### config.mk
export PLATFORM = sky130hd
export DESIGN_NAME = truth_table_sweeper
export DESIGN_NICKNAME = d
export VERILOG_FILES = /design/src/rtl/truth_table_sweeper.sv
export SDC_FILE = /design/constraint.sdc
export NUM_CORES = 1
export LEC_CHECK = 0
export CAP_MARGIN = 25
export CORE_MARGIN = 2
export CORE_UTILIZATION = 58
export DETAILED_ROUTE_END_ITERATION = 10
export PLACE_DENSITY_LB_ADDON = 0.1
export RECOVER_POWER = 25
export SYNTH_ARGS = -nofsm -noshare
export SYNTH_HDL_FRONTEND = slang
export SYNTH_SLANG_ARGS = --single-unit
### constraint.sdc
create_clock -name clk -period 2.35 [get_ports clk]
set_input_delay 0.47 -clock clk [delete_from_list [all_inputs] [get_ports clk]]
set_output_delay 0.47 -clock clk [all_outputs]
set_load 0.01 [all_outputs]
### src/rtl/truth_table_sweeper.sv
// Sweeps input codes 0..15 onto a 4-in/10-out logic block and captures each result into a 16-row table.
// Optional feature: define TTS_SIGNATURE_EN to build the rotate-xor result signature on sig.
module truth_table_sweeper #(
  parameter int SETTLE_CYCLES = 3
) (
  input  logic        clk,
  input  logic        rst_n,
  input  logic        start,
  output logic [3:0]  code_out,
  input  logic [9:0]  f_in,
  output logic        busy,
  output logic        done,
  output logic [15:0] row_valid,
  input  logic [3:0]  rd_addr,
  output logic [9:0]  rd_data,
  output logic [9:0]  sig
);

  localparam logic [7:0] CNT_LOAD = 8'(SETTLE_CYCLES);

  typedef enum logic [1:0] {
    IDLE,
    SETTLE,
    CAPTURE,
    DONE_ST
  } state_t;

  state_t      state_q;
  logic [7:0]  cnt_q;
  logic [3:0]  code_q;
  logic        busy_q;
  logic        done_q;
  logic [15:0] row_valid_q;
  logic [9:0]  rd_data_q;
  logic [9:0]  table_q [16];
  logic        wr_en;
  logic        accept;

  assign wr_en  = (state_q == CAPTURE);
  assign accept = (state_q == IDLE) && start;

  // Table storage carries no reset so it maps onto plain RAM; row_valid qualifies rows.
  always_ff @(posedge clk) begin
    if (wr_en) begin
      table_q[code_q] <= f_in;
    end
  end

  always_ff @(posedge clk or negedge rst_n) begin
    if (!rst_n) begin
      state_q     <= IDLE;
      cnt_q       <= '0;
      code_q      <= '0;
      busy_q      <= 1'b0;
      done_q      <= 1'b0;
      row_valid_q <= '0;
      rd_data_q   <= '0;
    end else begin
      // Read-before-write: a read of the row being captured returns its old contents.
      rd_data_q <= table_q[rd_addr];
      case (state_q)
        IDLE: begin
          if (start) begin
            code_q      <= '0;
            cnt_q       <= CNT_LOAD;
            row_valid_q <= '0;
            busy_q      <= 1'b1;
            state_q     <= SETTLE;
          end
        end
        SETTLE: begin
          if (cnt_q == 8'd0) begin
            state_q <= CAPTURE;
          end else begin
            cnt_q <= cnt_q - 8'd1;
          end
        end
        CAPTURE: begin
          row_valid_q[code_q] <= 1'b1;
          if (code_q == 4'd15) begin
            done_q  <= 1'b1;
            state_q <= DONE_ST;
          end else begin
            code_q  <= code_q + 4'd1;
            cnt_q   <= CNT_LOAD;
            state_q <= SETTLE;
          end
        end
        DONE_ST: begin
          done_q  <= 1'b0;
          busy_q  <= 1'b0;
          state_q <= IDLE;
        end
        default: begin
          state_q <= IDLE;
        end
      endcase
    end
  end

`ifdef TTS_SIGNATURE_EN
  logic [9:0] sig_q;

  always_ff @(posedge clk or negedge rst_n) begin
    if (!rst_n) begin
      sig_q <= '0;
    end else if (accept) begin
      sig_q <= '0;
    end else if (wr_en) begin
      sig_q <= {sig_q[8:0], sig_q[9]} ^ f_in;
    end
  end

  assign sig = sig_q;
`else
  logic unused_accept;
  assign unused_accept = accept;
  assign sig = 10'h000;
`endif

  assign code_out  = code_q;
  assign busy      = busy_q;
  assign done      = done_q;
  assign row_valid = row_valid_q;
  assign rd_data   = rd_data_q;

endmodule

==> run summary <==
The run finished with clean final reports. The power spent charging and discharging nets was 1.827 mW. Detailed placement ended at an HPWL of 9385 microns. In this run the tool buffered the top-level ports with 48 buffer cells. After synthesis, the mean cell area works out to 19.96 sq um. The flip-flop and latch count after synthesis works out to 202.

The family with the most delay on the worst path was buffers and inverters. The setup slack after placement came out at 0.2444 ns. The depth of the worst register-to-register path is 4. The cell area that synthesis handed to floorplanning was 7903 sq um.

Post-synthesis sequential area ratio: 0.7410. Counting along the longest clock path gives a buffer depth of 3. At the worst endpoint, the arrival time is 1.72 ns. The combined global-route utilization of all metal layers was 0.2282. The iteration-0 DRC count of the detailed router is 293. The starting density of the core is 0.5944. Critical path capture point type: an output pin. By area the synthesized netlist is led by edfxtp_1 (61%), mux4_2 (14%), dfrtp_1 (13%). Row generation in the floorplan step produced 42 rows.

The maximum number of pins on one net before global-route repair is 43, and the delay of the slowest cell on the worst path is 0.64 ns. Kind of critical path: register to output pin. For this run, the top clock speed supported by timing is 455.8 MHz. The combinational share of power is 0.107, and the total CTS buffers is 20. The worst hold path begins at row_valid[1]. Number of setup violations in the final report: 0. In the post-route analysis, the smallest setup slack over all paths is 0.1562 ns. Measured along the x axis, the die boundary spans 120.7 microns. Yosys printed 0 warnings. The run gives 0.500 as the proportion of power drawn by flip-flops and latches.

The mean number of vias per cell works out to 5.820. Fill cells in the final layout number 800. The die outline area is 14,570 sq um. The post-layout utilization of the core is 0.7122. The number of global-route vias before repair was 4,049. The logs give 43 for the distinct cell type count of the synthesized netlist and 501 for the layout net count.

The tools report the number of antenna violations at the first check in global routing as 0. Synthesis handed over a netlist of 396 instances. The ratio of cells with drive above 1 in the final layout came out at 0.2541.

The path with the worst hold slack has its endpoint at row_valid[1]. The number of hold violations in the final report is 0. The count of maximum capacitance violations is 0, and the final period utilization is 0.9335. The cell sitting at the root of the clock tree is a clkbuf_16. Across all register-to-register paths, the minimum setup slack is 0.33 ns. CTS saw 202 sinks. The clock slew seen by the registers of the worst setup and hold paths works out to 0.06 ns. The tools report the count of inserted antenna diode cells as 0.

The startpoint kind of the worst setup timing path is a register. For the via count, the log shows 3,888. After layout, the minimum clock period comes to 2.194 ns.

The setup clock skew after layout was 0.007414 ns. The slowest stage of the critical path belongs to the cell clkdlybuf4s50_1. Final count of pins violating max slew: 0. Switching power as a share of total power: 0.2230. For the deepest level of the CTS H-tree, the log shows 1. Tightest slew margin relative to the limit: 0.2241. The hold path depth was 1; the number of buffers inserted by post-CTS setup repair was 0. The number of buffer and inverter instances along the worst setup path is 1, and the total of cells resized after clock tree synthesis is 0. Setup repair after global routing left no endpoint under its margin. The leftover overflow at the end of global routing is 0. The detail route stage leaves a number of antenna-violating nets equal to 0. In the routed design, unresolved DRC markers number 0.

Measured along the y axis, the die boundary spans 120.7 microns. Leaving out fill and tap cells, the most frequent cells in the layout are edfxtp_1 (160), mux4_2 (50), dfrtp_1 (42). The reg-to-reg endpoint was table_q[12][9]. The endpoint required time on the critical path is 1.88 ns, and the clock latency on the worst-skew pair is 0.48 ns.

Adding up every negative setup slack in the final design gives 0 ns. The async set-or-reset flop fraction in the synthesized netlist was 0.2079. The first global-routing pass estimated 24,340 microns of wire. IR analysis of the VDD net gives a maximum drop of 0.5171 mV. The number of synthesized flops with an enable pin was 160. The worst hold path class was register to register. Routed length per placed instance: 23.33 microns.

Traced cell by cell, the critical path runs through clkdlybuf4s50_1. The total power per unit cell area was 865.4 nW/um^2. The portion of synthesized cell area occupied by the leading cell type is 0.6080. The logs give 13,300 sq um for the core box area and 59 for the count of boundary I/O pins. For this design the static power due to leakage is 3.334 nW. The internal power of the cells totals 6.367 mW.

The count of TritonRoute iterations in the first routing pass came out at 4. The overall routed net length is 15,590 microns, and the pin slew with the least headroom to its limit is 1.164 ns. Cell accounting for the most synthesized area: edfxtp_1.

The area growth from synthesis to final layout came out at 19.82%. The startpoint identified for the worst register-to-register timing path is state_q[0]. The library cell used most frequently in the layout, excluding fill and tap cells, is edfxtp_1. The fraction of power consumed by the clock network was 0.393. Of all nets on the critical path, the largest fanout is 12.

The tools report the placer's final routability congestion estimate as 0.8508. TritonCTS built the clock tree. The most frequently used flop master after synthesis is edfxtp_1.
per-layer routing:
metal,global-route usage,vias to the layer above,share of wire
met4,0.04578,0,0.016
met1,0.3317,1994,0.40
met2,0.3796,145,0.51
met3,0.03208,20,0.073
met5,0,-,0
li1,-,1729,-
registers in the layout, summed over array words and instances (netlist names):
| register | cells |
|---|---|
| busy | 1 |
| row_valid | 16 |
| code_out | 4 |
| cnt_q | 8 |
| done | 1 |
| rd_data | 10 |
| state_q | 2 |
| table_q | 160 |
cell type report:
class                           instances  area, sq um  share of cell area
Clock buffer                           27        578.1             0.06105
Clock inverter                          9        103.9             0.01097
Inverter                                9        33.78            0.003568
Multi-Input combinational cell        167         1912              0.2019
Sequential cell                       202         5856              0.6184
Tap cell                              176        220.2             0.02326
Timing Repair Buffer                   78        765.7             0.08087
synth_stat cells (2+ instances only):
cell	number
inv_1	9
nor2_1	21
or3_1	3
nor3_1	5
nand2b_1	7
buf_2	4
buf_4	13
edfxtp_1	160
ha_1	6
or2b_1	2
nor4_1	4
buf_1	6
o21a_1	14
nand2_1	12
clkbuf_1	4
dfrtp_1	42
mux4_2	50
o311ai_0	2
mux2i_1	4
nand3_1	4
a21oi_1	2
how the worst max path moves through the flow:
stage / from / end / slack (ns) / cells after the start
2_1_floorplan: code_out[0] / table_q[3][0] / 0.33 / 3
4_1_cts: code_out[2] / code_out[2] / 0.15 / 1
6_report: code_out[2] / code_out[2] / 0.16 / 1
5_1_grt: code_out[2] / code_out[2] / 0.09 / 1
3_5_place_dp: start / cnt_q[2] / 0.24 / 5
3_3_place_gp: start / cnt_q[2] / 0.30 / 5
logic make-up (layout without fill, tap and decap cells):
group           Yosys count  after routing  synth area share
flops                   202            202            0.7410
simple gates             67             67           0.04528
mux                      55             55            0.1495
fa+ha+maj                 6              6          0.009499
buf+inv                  36            123           0.02391
compound gates           29             29           0.03040
other cells               1             10         0.0004745
power groups by stage:
stage                     Clock, mW  Sequential [mW]  Combinational, mW
after floorplan                   0             4.16              0.585
after global placement            0             4.16              0.865
after detailed placement          0             4.16              0.891
after CTS                      3.28             4.09              0.895
after global routing           3.40             4.11              0.965
final                          3.22             4.09              0.877
stage by stage:
| step | hold WS [ns] | instance area (sq um) | instances | total power, mW |
|---|---|---|---|---|
| finish | 0.4930 | 9469 | 668 | 8.194 |
| detailed placement | 0.4674 | 8792 | 631 | 5.055 |
| global placement | 0.4642 | 8792 | 631 | 5.027 |
| floorplan | 0.1744 | 7936 | 405 | 4.747 |
| global route | 0.5139 | 9469 | 668 | 8.476 |
| CTS | 0.4946 | 9484 | 668 | 8.267 |
what timing repair did:
action / in CTS / in global routing
hold buffers: 1 / 0
endpoints found under the setup margin: 0 / 0
endpoints found under the hold margin: 42 / 0
Power figures use the tool's default switching activity.
